### src/rtl/game_status_ctrl_pkg.sv
// Shared game types and constants; the in-game and end-screen mappers import the same state enum.
package game_pkg;

   typedef enum logic [1:0] {IDLE, PLAY, WON, LOST} game_state_t;

   localparam int SCORE_MAX = 99;
   localparam int SCORE_W   = 7;
   localparam int PVAL_W    = 4;
   localparam int LIVES_W   = 3;
   localparam int TIME_W    = 12;
   localparam int CNT_W     = 12;

   // Add at 8 bits so 99+15 cannot wrap before the clamp
   function automatic logic [SCORE_W-1:0] sat_add(input logic [SCORE_W-1:0] s,
                                                  input logic [PVAL_W-1:0]  v);
      logic [7:0] sum;
      sum = {1'b0, s} + {4'b0000, v};
      return (sum > 8'(SCORE_MAX)) ? SCORE_W'(SCORE_MAX) : sum[SCORE_W-1:0];
   endfunction

endpackage

### src/rtl/game_status_ctrl_if.sv
// Player-event inputs and game status outputs of the game-state controller.
interface game_status_ctrl_if;
   import game_pkg::*;

   logic               frame_clk;
   logic               start_key;
   logic               point_valid;
   logic [PVAL_W-1:0]  point_val;
   logic               hit_valid;
   logic               game_active;
   logic               is_won;
   logic               is_lost;
   logic [31:0]        score;
   logic [LIVES_W-1:0] lives;
   logic [TIME_W-1:0]  time_left;
   logic               invuln;

   modport master (
      output frame_clk, start_key, point_valid, point_val, hit_valid,
      input  game_active, is_won, is_lost, score, lives, time_left, invuln
   );

   modport slave (
      input  frame_clk, start_key, point_valid, point_val, hit_valid,
      output game_active, is_won, is_lost, score, lives, time_left, invuln
   );

endinterface

### src/rtl/game_status_ctrl_edge_detect.sv
// Two-flop rising-edge detector; pulse is one Clk wide, one cycle after the input rises.
module edge_detect #(
   parameter logic RESET_VAL = 1'b0
) (
   input  logic Clk,
   input  logic Reset_n,
   input  logic sig,
   output logic rise
);

   logic cur;
   logic prev;

   // RESET_VAL=1 makes a level already high at reset release look old, not new
   always_ff @(posedge Clk or negedge Reset_n) begin
      if (!Reset_n) begin
         cur  <= RESET_VAL;
         prev <= RESET_VAL;
      end else begin
         cur  <= sig;
         prev <= cur;
      end
   end

   assign rise = cur & ~prev;

endmodule

### src/rtl/game_status_ctrl.sv
// Game-state controller: score, lives, round timer and title/play/won/lost sequencing.
// All outputs registered, one Clk after the input event; frame-based timing from VGA VS.
module game_status_ctrl
   import game_pkg::*;
#(
   parameter int WIN_SCORE     = 20,
   parameter int MAX_LIVES     = 3,
   parameter int ROUND_FRAMES  = 3600,
   parameter int INVULN_FRAMES = 60,
   parameter int HOLD_FRAMES   = 120
) (
   input logic                Clk,
   input logic                Reset_n,
   game_status_ctrl_if.slave  bus
);

   localparam logic [SCORE_W-1:0] WIN_S      = SCORE_W'(WIN_SCORE);
   localparam logic [LIVES_W-1:0] LIVES_INIT = LIVES_W'(MAX_LIVES);
   localparam logic [TIME_W-1:0]  TIME_INIT  = TIME_W'(ROUND_FRAMES);
   localparam logic [CNT_W-1:0]   INV_INIT   = CNT_W'(INVULN_FRAMES);
   localparam logic [CNT_W-1:0]   HOLD_INIT  = CNT_W'(HOLD_FRAMES);

   logic frame_tick;
   logic start_press;

   edge_detect #(.RESET_VAL(1'b0)) u_frame_edge (
      .Clk     (Clk),
      .Reset_n (Reset_n),
      .sig     (bus.frame_clk),
      .rise    (frame_tick)
   );

   edge_detect #(.RESET_VAL(1'b1)) u_start_edge (
      .Clk     (Clk),
      .Reset_n (Reset_n),
      .sig     (bus.start_key),
      .rise    (start_press)
   );

   game_state_t        state_q, state_d;
   logic [SCORE_W-1:0] score_q, score_d;
   logic [LIVES_W-1:0] lives_q, lives_d;
   logic [TIME_W-1:0]  time_q,  time_d;
   logic [CNT_W-1:0]   inv_q,   inv_d;
   logic [CNT_W-1:0]   hold_q,  hold_d;
   logic               active_q, won_q, lost_q, invuln_q;
   logic               restart;

   // End screens only release once the hold has fully run out; early presses are dropped
   assign restart = start_press &&
                    ((state_q == IDLE) ||
                     (((state_q == WON) || (state_q == LOST)) && (hold_q == '0)));

   always_comb begin
      state_d = state_q;
      score_d = score_q;
      lives_d = lives_q;
      time_d  = time_q;
      inv_d   = inv_q;
      hold_d  = hold_q;

      unique case (state_q)
         IDLE: ;

         PLAY: begin
            if (bus.point_valid)
               score_d = sat_add(score_q, bus.point_val);

            // A fresh hit reloads the window; that reload wins over a same-cycle tick
            if (bus.hit_valid && (inv_q == '0)) begin
               lives_d = lives_q - 1'b1;
               inv_d   = INV_INIT;
            end else if (frame_tick && (inv_q != '0)) begin
               inv_d = inv_q - 1'b1;
            end

            if (frame_tick && (time_q != '0))
               time_d = time_q - 1'b1;

            if ((lives_d == '0) || (time_d == '0)) begin
               state_d = LOST;
               hold_d  = HOLD_INIT;
            end else if (score_d >= WIN_S) begin
               state_d = WON;
               hold_d  = HOLD_INIT;
            end
         end

         WON, LOST: begin
            if (frame_tick && (hold_q != '0))
               hold_d = hold_q - 1'b1;
         end

         default: state_d = IDLE;
      endcase

      if (restart) begin
         state_d = PLAY;
         score_d = '0;
         lives_d = LIVES_INIT;
         time_d  = TIME_INIT;
         inv_d   = '0;
         hold_d  = '0;
      end
   end

   always_ff @(posedge Clk or negedge Reset_n) begin
      if (!Reset_n) begin
         state_q  <= IDLE;
         score_q  <= '0;
         lives_q  <= LIVES_INIT;
         time_q   <= TIME_INIT;
         inv_q    <= '0;
         hold_q   <= '0;
         active_q <= 1'b0;
         won_q    <= 1'b0;
         lost_q   <= 1'b0;
         invuln_q <= 1'b0;
      end else begin
         state_q  <= state_d;
         score_q  <= score_d;
         lives_q  <= lives_d;
         time_q   <= time_d;
         inv_q    <= inv_d;
         hold_q   <= hold_d;
         active_q <= (state_d == PLAY);
         won_q    <= (state_d == WON);
         lost_q   <= (state_d == LOST);
         invuln_q <= (inv_d != '0);
      end
   end

   assign bus.game_active = active_q;
   assign bus.is_won      = won_q;
   assign bus.is_lost     = lost_q;
   assign bus.score       = {{(32-SCORE_W){1'b0}}, score_q};
   assign bus.lives       = lives_q;
   assign bus.time_left   = time_q;
   assign bus.invuln      = invuln_q;

endmodule

### src/flat_wrapper.sv
// flat-port wrapper written by rule: the top's interface ports become plain ports
module game_status_ctrl_flat import game_pkg::*;
#(
   parameter int WIN_SCORE     = 20,
   parameter int MAX_LIVES     = 3,
   parameter int ROUND_FRAMES  = 3600,
   parameter int INVULN_FRAMES = 60,
   parameter int HOLD_FRAMES   = 120
)
  (Clk, Reset_n, bus_frame_clk, bus_start_key, bus_point_valid, bus_point_val, bus_hit_valid, bus_game_active, bus_is_won, bus_is_lost, bus_score, bus_lives, bus_time_left, bus_invuln);
  game_status_ctrl_if bus_i ();
  input logic Clk;
  input logic Reset_n;
  input wire logic [$bits(bus_i.frame_clk)-1:0] bus_frame_clk;
  input wire logic [$bits(bus_i.start_key)-1:0] bus_start_key;
  input wire logic [$bits(bus_i.point_valid)-1:0] bus_point_valid;
  input wire logic [$bits(bus_i.point_val)-1:0] bus_point_val;
  input wire logic [$bits(bus_i.hit_valid)-1:0] bus_hit_valid;
  output wire logic [$bits(bus_i.game_active)-1:0] bus_game_active;
  output wire logic [$bits(bus_i.is_won)-1:0] bus_is_won;
  output wire logic [$bits(bus_i.is_lost)-1:0] bus_is_lost;
  output wire logic [$bits(bus_i.score)-1:0] bus_score;
  output wire logic [$bits(bus_i.lives)-1:0] bus_lives;
  output wire logic [$bits(bus_i.time_left)-1:0] bus_time_left;
  output wire logic [$bits(bus_i.invuln)-1:0] bus_invuln;
  assign bus_i.frame_clk = bus_frame_clk;
  assign bus_i.start_key = bus_start_key;
  assign bus_i.point_valid = bus_point_valid;
  assign bus_i.point_val = bus_point_val;
  assign bus_i.hit_valid = bus_hit_valid;
  assign bus_game_active = bus_i.game_active;
  assign bus_is_won = bus_i.is_won;
  assign bus_is_lost = bus_i.is_lost;
  assign bus_score = bus_i.score;
  assign bus_lives = bus_i.lives;
  assign bus_time_left = bus_i.time_left;
  assign bus_invuln = bus_i.invuln;
  game_status_ctrl #(.WIN_SCORE(WIN_SCORE), .MAX_LIVES(MAX_LIVES), .ROUND_FRAMES(ROUND_FRAMES), .INVULN_FRAMES(INVULN_FRAMES), .HOLD_FRAMES(HOLD_FRAMES)) u_core (.Clk(Clk), .Reset_n(Reset_n), .bus(bus_i));
endmodule
### config.mk
export PLATFORM = sky130hd
export DESIGN_NAME = game_status_ctrl_flat
export DESIGN_NICKNAME = d
export VERILOG_FILES = /design/src/rtl/game_status_ctrl_pkg.sv /design/src/rtl/game_status_ctrl_if.sv /design/src/rtl/game_status_ctrl_edge_detect.sv /design/src/rtl/game_status_ctrl.sv /design/src/flat_wrapper.sv
export SDC_FILE = /design/constraint.sdc
export NUM_CORES = 1
export LEC_CHECK = 0
export BUFFER_PORTS_ARGS = -buffer_cell sky130_fd_sc_hd__buf_2
export CORE_ASPECT_RATIO = 1.4
export CORE_MARGIN = 1.5
export CORE_UTILIZATION = 37
export CTS_BUF_LIST = sky130_fd_sc_hd__clkbuf_2 sky130_fd_sc_hd__clkbuf_4 sky130_fd_sc_hd__clkbuf_8
export DETAILED_ROUTE_END_ITERATION = 10
export GPL_TIMING_DRIVEN = 0
export PLACE_DENSITY = 0.68
export SYNTH_ARGS = -nofsm -noshare
export SYNTH_HDL_FRONTEND = slang
export SYNTH_SLANG_ARGS = --single-unit
### constraint.sdc
create_clock -name Clk -period 3 [get_ports Clk]
set_input_delay 0.3 -clock Clk [delete_from_list [all_inputs] [get_ports Clk]]
set_output_delay 0.3 -clock Clk [all_outputs]
set_load 0.01 [all_outputs]
==> flow_metrics.py, run 1 <==
metrics = {
    "logic_synthesis": {
        "syn-cell-area_sq_um": 3734,
        "synth_top_area_share_pct": 32.17,
        "syn_inst": 443,
        "synth-main-ff-cell": "dfrtp_1",
        "yosysTopAreaCell": "dfrtp_1",
        "ys_top_cells_by_area": "dfrtp_1 (32%), dfstp_2 (5.6%), nor2_1 (5.3%), buf_4 (5.0%), o21ai_0 (4.7%)",
        "synth_common_cells": "nor2_1 (53), dfrtp_1 (48), o21ai_0 (35)",
        "synth_most_common_cell": "nor2_1",
        "yosys_warnings": 0,
        "ys_ff_latch": 56,
        "synth_cell_types": 63,
        "async_flop_share_pct": 100.0,
        "synth_edf_count": 0,
        "ys_seq_area_share_pct": 37.80,
        "synth_area_per_cell_sq_um": 8.428,
    },
    "critical_path": {
        "cp_max_fo": 5,
        "path_delay_family": "simple AND/OR/NAND/NOR gates",
        "reg2reg_from": "u_core.inv_q[5]$_DFF_PN0_",
        "critPathSlowestCell": "or4_4",
        "worst-r2r-setup-slack_ns": 0.10,
        "required_ns": 3.20,
        "critPathLaunchType": "register",
        "cp_cell_sequence": "or4_4 -> nor4_4 -> nor3_4 -> or3_4 -> a2111oi_4 -> a41oi_2 -> or4_1",
        "slowest_delay_ns": 0.58,
        "cp.arrival_ns": 3.10,
        "rr_worst_depth": 7,
        "critPathBufInv": 0,
        "criticalPathCategory": "reg -> reg",
        "end_kind": "register",
        "worstReg2RegEnd": "u_core.bus.invuln$_DFF_PN0_",
    },
    "die": {
        "fp.dieW_microns": 87.90,
        "num_rows": 43,
        "coreArea_sq_um": 9846,
        "ios": 61,
        "die_area_sq_um": 10710,
        "initial_core_util_pct": 37.92,
        "die_h_microns": 121.9,
    },
    "clock_network": {
        "cts_tree": "built",
        "clock-root-buffer": "clkbuf_8",
        "clock_sinks": 56,
        "clock_latency_ns": 0.32,
        "cts_buffer_depth": 2,
        "htreeDepth": 2,
        "cts_made_buffers": 5,
        "hold_buffers": 0,
        "cts.clk_slew.worst_paths_ns": 0.10,
    },
    "power": {
        "p_sw_w": 0.0003870,
        "comb_power_share_pct": 12.2,
        "irDropWorstVdd_v": 0.0001833,
        "sw_frac_of_total_pct": 25.06,
        "powerDensity_nw_per_um2": 343.2,
        "p_int_w": 0.001157,
        "seqPwrFrac_pct": 52.4,
        "p_leak_nw": 1.982,
        "p_clk_share_pct": 35.4,
    },
    "timing": {
        "clock_skew_ns": 0.005835,
        "whs_ns": 0.001221,
        "slew_violations": 0,
        "tightestPinTransition_ns": 0.6974,
        "period_share_pct": 96.61,
        "final.min_clock_period_ns": 2.898,
        "worst_slack_ns": 0.1018,
        "setup_viol": 0,
        "timing.fmax_mhz": 345.0,
        "max-slew-margin-rel_pct": 53.51,
        "final_hold_viol_count": 0,
    },
    "global_routing": {
        "antenna_found_initial": 0,
        "gr-total-overflow": 0,
        "grtUsageTotal_pct": 18.31,
        "grt_pass1_wl_mm": 15.53,
        "grt_max_degree": 57,
        "grt_pass1_vias": 3292,
    },
    "layout": {
        "stdcell_count": 652,
        "n_antenna_cell": 0,
        "drive_above_1_share_pct": 21.47,
        "area_growth_pct": 20.51,
        "final_nets": 535,
    },
    "detailed_routing": {
        "avgRoutedWirePerCell_microns": 14.25,
        "drcViolationCount": 0,
        "drt_iter0_markers": 230,
        "drtPass1Iterations": 5,
        "post_drt_via_cell_ratio": 5.482,
        "routed_wl_mm": 9.292,
        "vias": 3574,
        "ant_nets": 0,
    },
    "place": {
        "gp_congestion": 0.9266,
        "io_buffers": 35,
        "dpl.cell_count": 637,
        "place_hpwl_mm": 6.728,
        "post-place-ws_ns": -0.1307,
    },
    "hold_path": {
        "worstHoldPathType": "in -> async",
    },
    "outcome": {
        "status": "finished clean",
    },
    "flow_run": {
        "max-cap-violations": 0,
    },
}
placed cells by master (no fill, tap or decap), types with 5 or more instances in the layout:
cell type	count
a21oi_1	23
inv_1	22
dfrtp_1	48
nand3_1	14
xnor2_1	10
nand2_1	32
or3_1	5
xor2_1	7
buf_4	32
o21ai_0	33
clkbuf_1	17
nor4_1	8
nor2b_1	5
nor2_1	52
nor3_1	15
clkbuf_8	7
conb_1	25
nand2b_1	10
buf_2	34
o31ai_1	5
a31oi_1	8
ha_1	7
dfstp_2	8
through the flow:
stage | total power, W | util (%) | cell area [sq um] | setup TNS (ns)
final | 0.001544 | 45.70 | 4499 | 0
after global routing | 0.001623 | 45.70 | 4499 | -0.0006248
after CTS | 0.001550 | 44.34 | 4365 | -0.0007490
after detailed placement | 0.0009948 | 42.33 | 4168 | -0.4206
after global placement | 0.0009886 | 42.33 | 4168 | -0.2777
after floorplan | 0.0009460 | - | 3824 | 0
worst max-delay path by stage:
stage                                   startpoint                      endpoint  slack, ns  cells past startpoint
6_report                 u_core.inv_q[5]$_DFF_PN0_   u_core.bus.invuln$_DFF_PN0_       0.10                      7
5_1_grt              u_core.score_q[0]$_DFFE_PN0P_  u_core.hold_q[5]$_DFFE_PN0P_    -0.0006                     10
4_1_cts                  u_core.inv_q[8]$_DFF_PN0_   u_core.bus.invuln$_DFF_PN0_    -0.0007                      7
3_5_place_dp   u_core.bus.time_left[5]$_DFFE_PN0P_  u_core.hold_q[5]$_DFFE_PN0P_      -0.13                      7
3_3_place_gp             u_core.inv_q[3]$_DFF_PN0_   u_core.bus.invuln$_DFF_PN0_      -0.12                      7
2_1_floorplan            u_core.inv_q[3]$_DFF_PN0_   u_core.bus.invuln$_DFF_PN0_       0.18                      7
per-layer routing:
metal  global-route usage (%)  vias to the layer above  routed length [microns]
met2                    31.44                      132                     4800
met1                    22.15                     1711                     3767
li1                         -                     1709                        -
met3                    2.642                       22                      446
met4                    8.631                        0                      277
met5                        0                        -                        0
timing repair:
action / in CTS / in global routing
pin swaps: 3 / 8
endpoints found under the setup margin: 10 / 22
setup buffers: 2 / 4
cloned: 1 / 0
gates resized for setup: 9 / 20
sequential cells by signal, indices dropped and copies added, names as in the netlist:
register                  cells
u_core.u_start_edge.prev      1
u_core.bus.invuln             1
u_core.u_start_edge.cur       1
u_core.u_frame_edge.cur       1
u_core.hold_q                12
u_core.score_q                7
u_core.bus.is_lost            1
u_core.u_frame_edge.prev      1
u_core.state_q                2
u_core.bus.is_won             1
u_core.bus.lives              3
u_core.inv_q                 12
u_core.bus.game_active        1
u_core.bus.time_left         12
power by group through the flow:
stage          Combinational (W)  Sequential, W  Clock, W
5_1_grt                 0.000215       0.000814  0.000595
3_5_place_dp            0.000177       0.000818         0
4_1_cts                 0.000181       0.000805  0.000564
2_1_floorplan           0.000134       0.000812         0
6_report                0.000189       0.000809  0.000546
3_3_place_gp            0.000173       0.000816         0
layout make-up:
type | instances | area, sq um
clock buffers | 7 | 96.34
flip-flops and latches | 56 | 1411
plain buffers | 43 | 256.5
repair buffers | 41 | 222.7
fillers | 968 | 5346
multi-input cells | 347 | 2231
well taps | 135 | 168.9
inverters | 22 | 82.58
clock inverters | 1 | 30.03
logic make-up after synthesis:
group / Yosys count / synth area share, %
buf+inv: 65 / 9.048
flops: 56 / 37.80
fa+ha+maj: 9 / 3.217
xor+xnor: 17 / 3.988
simple gates: 176 / 24.36
compound gates: 117 / 20.95
mux: 2 / 0.5362
other cells: 1 / 0.1004
Power figures use the tool's default switching activity.
==> run 2: changes to the inputs <==
--- a/config.mk
+++ b/config.mk
@@ -6,13 +6,16 @@
 export NUM_CORES = 1
 export LEC_CHECK = 0
 export BUFFER_PORTS_ARGS = -buffer_cell sky130_fd_sc_hd__buf_2
+export CELL_PAD_IN_SITES_DETAIL_PLACEMENT = 2
+export CELL_PAD_IN_SITES_GLOBAL_PLACEMENT = 2
 export CORE_ASPECT_RATIO = 1.4
 export CORE_MARGIN = 1.5
-export CORE_UTILIZATION = 37
+export CORE_UTILIZATION = 32
 export CTS_BUF_LIST = sky130_fd_sc_hd__clkbuf_2 sky130_fd_sc_hd__clkbuf_4 sky130_fd_sc_hd__clkbuf_8
 export DETAILED_ROUTE_END_ITERATION = 10
 export GPL_TIMING_DRIVEN = 0
-export PLACE_DENSITY = 0.68
+export PLACE_DENSITY = 0.89
+export RECOVER_POWER = 100
 export SYNTH_ARGS = -nofsm -noshare
 export SYNTH_HDL_FRONTEND = slang
 export SYNTH_SLANG_ARGS = --single-unit
==> run 2 against run 1 <==
  * Global-route usage up 2.3 points
  * Largest cell class unchanged
  * Power down 1.1%
  * Critical endpoint is now u_core.hold_q[5]$_DFFE_PN0P_
  * Combinational power up 4%
==> flow_metrics.py, run 2 (synthesis results as in run 1) <==
metrics = {
    "detailed_routing": {
        "ant_nets": 0,
        "drtPass1Iterations": 4,
        "drcViolationCount": 0,
        "drt_iter0_markers": 113,
        "vias": 3626,
        "post_drt_via_cell_ratio": 5.494,
        "routed_wl_mm": 12.17,
        "avgRoutedWirePerCell_microns": 18.44,
    },
    "global_routing": {
        "grt_max_degree": 57,
        "grt_pass1_wl_mm": 20.04,
        "grt_pass1_vias": 4019,
        "antenna_found_initial": 0,
        "grtUsageTotal_pct": 20.65,
        "gr-total-overflow": 0,
    },
    "power": {
        "p_clk_share_pct": 34.4,
        "sw_frac_of_total_pct": 27.43,
        "irDropWorstVdd_v": 0.0001556,
        "seqPwrFrac_pct": 52.7,
        "powerDensity_nw_per_um2": 341.1,
        "p_sw_w": 0.0004188,
        "comb_power_share_pct": 12.9,
        "p_int_w": 0.001108,
        "p_leak_nw": 1.909,
    },
    "timing": {
        "final.min_clock_period_ns": 2.908,
        "setup_viol": 0,
        "setup_tns_ns": 0,
        "timing.fmax_mhz": 343.9,
        "clock_skew_ns": 0.004762,
        "period_share_pct": 96.94,
        "grt_setup_unrepaired": "yes",
        "tightestPinTransition_ns": 1.497,
        "whs_ns": 0.05925,
        "final_hold_viol_count": 0,
        "slew_violations": 0,
        "max-slew-margin-rel_pct": 0.1852,
    },
    "critical_path": {
        "worst-r2r-setup-slack_ns": 0.09,
        "crit_start": "u_core.score_q[0]$_DFFE_PN0P_",
        "rr_worst_depth": 11,
        "end_kind": "register",
        "cp_max_fo": 6,
        "critPathLaunchType": "register",
        "cp.arrival_ns": 3.14,
        "required_ns": 3.23,
        "setup.worst_path.end": "u_core.hold_q[5]$_DFFE_PN0P_",
        "criticalPathCategory": "reg -> reg",
        "worstReg2RegEnd": "u_core.hold_q[5]$_DFFE_PN0P_",
        "reg2reg_from": "u_core.score_q[0]$_DFFE_PN0P_",
    },
    "hold_path": {
        "worstHoldPathType": "in -> reg",
        "hp-start": "bus_start_key",
    },
    "clock_network": {
        "cts.clk_slew.worst_paths_ns": 0.11,
        "htreeDepth": 2,
        "clock-root-buffer": "clkbuf_8",
        "cts_buffer_depth": 2,
        "cts_tree": "built",
        "cts_made_buffers": 5,
        "clock_sinks": 56,
        "clock_latency_ns": 0.33,
    },
    "die": {
        "num_rows": 46,
        "die_area_sq_um": 12330,
        "ios": 61,
        "initial_core_util_pct": 32.93,
        "fp.dieW_microns": 94.29,
        "coreArea_sq_um": 11340,
        "die_h_microns": 130.8,
    },
    "layout": {
        "area_growth_pct": 19.87,
        "final_nets": 534,
        "seq_area_sq_um": 1411,
        "fin_util_pct": 39.47,
        "n_antenna_cell": 0,
        "drive_above_1_share_pct": 17.64,
        "most-common-layout-cells": "nor2_1 (52), dfrtp_1 (48), clkbuf_1 (34), o21ai_0 (33)",
        "fillCellCount": 1294,
        "multi_input_area_sq_um": 2232,
        "layout_commonest_cell": "nor2_1",
    },
    "place": {
        "gp_congestion": 0.8491,
        "io_buffers": 35,
        "place_hpwl_mm": 8.887,
    },
    "flow_run": {
        "max-cap-violations": 0,
    },
    "outcome": {
        "status": "finished clean",
    },
}
run 2: repair_timing:
action                     4_1_cts  5_1_grt
resized for setup               15       19
hold buffers                     0        0
buffers inserted                 3        4
setup endpoints to repair       16       19
gates cloned                     0        0
pin swaps                        2        5
run 2: worst min path at each step:
stage	slack [ns]	depth (start not counted)	end
after floorplan	0.004	0	u_core.bus.game_active$_DFF_PN0_
after global placement	0.35	0	u_core.u_start_edge.prev$_DFF_PN1_
after detailed placement	0.35	0	u_core.u_start_edge.prev$_DFF_PN1_
after CTS	0.04	1	u_core.u_start_edge.cur$_DFF_PN1_
after global routing	0.04	1	u_core.u_start_edge.cur$_DFF_PN1_
final	0.06	1	u_core.u_start_edge.cur$_DFF_PN1_
run 2: critical path: stages, from the launching register on:
cell and delay [ns]:
dfrtp_1 0.40, ha_2 0.20, inv_1 0.06, fa_2 0.38, nand2b_4 0.18, a21o_4 0.24, a311o_1 0.39, and4_1 0.23
nor2_4 0.14, a32oi_4 0.13, buf_4 0.20, o221a_2 0.26
run 2: cell type report:
type	count	share of cell area (%)
sequential	56	31.53
tap	144	4.026
multi-input combinational	346	49.87
inverter	22	1.845
clock buffer	5	1.538
buffer	42	5.647
clock inverter	3	0.9505
timing repair buffer	42	4.585
run 2: routing by layer:
metal,global-route usage (%),routed length (microns),vias to the layer above
met2,39.99,6746,68
met3,2.257,326,19
met1,22.04,4816,1844
met5,0,0,-
li1,-,-,1695
met4,9.394,282,0
run 2: per-stage QoR:
step                      setup slack, ns  cells  instance area [sq um]  power (W)
final                             0.09193    660                   4476   0.001527
after CTS                        0.007071    657                   4388   0.001546
after global routing             -0.03955    660                   4476   0.001605
after global placement            -0.1666    646                   4179  0.0009935
after floorplan                    0.1760    467                   3824  0.0009460
after detailed placement          -0.2802    646                   4179   0.001007
run 2: power by group through the flow:
stage	combinational [W]	sequential (W)	clock, W
final	0.000197	0.000805	0.000525
after global routing	0.000224	0.000811	0.000570
after CTS	0.000195	0.000806	0.000545
after detailed placement	0.000188	0.000819	0
after global placement	0.000177	0.000817	0
after floorplan	0.000134	0.000812	0
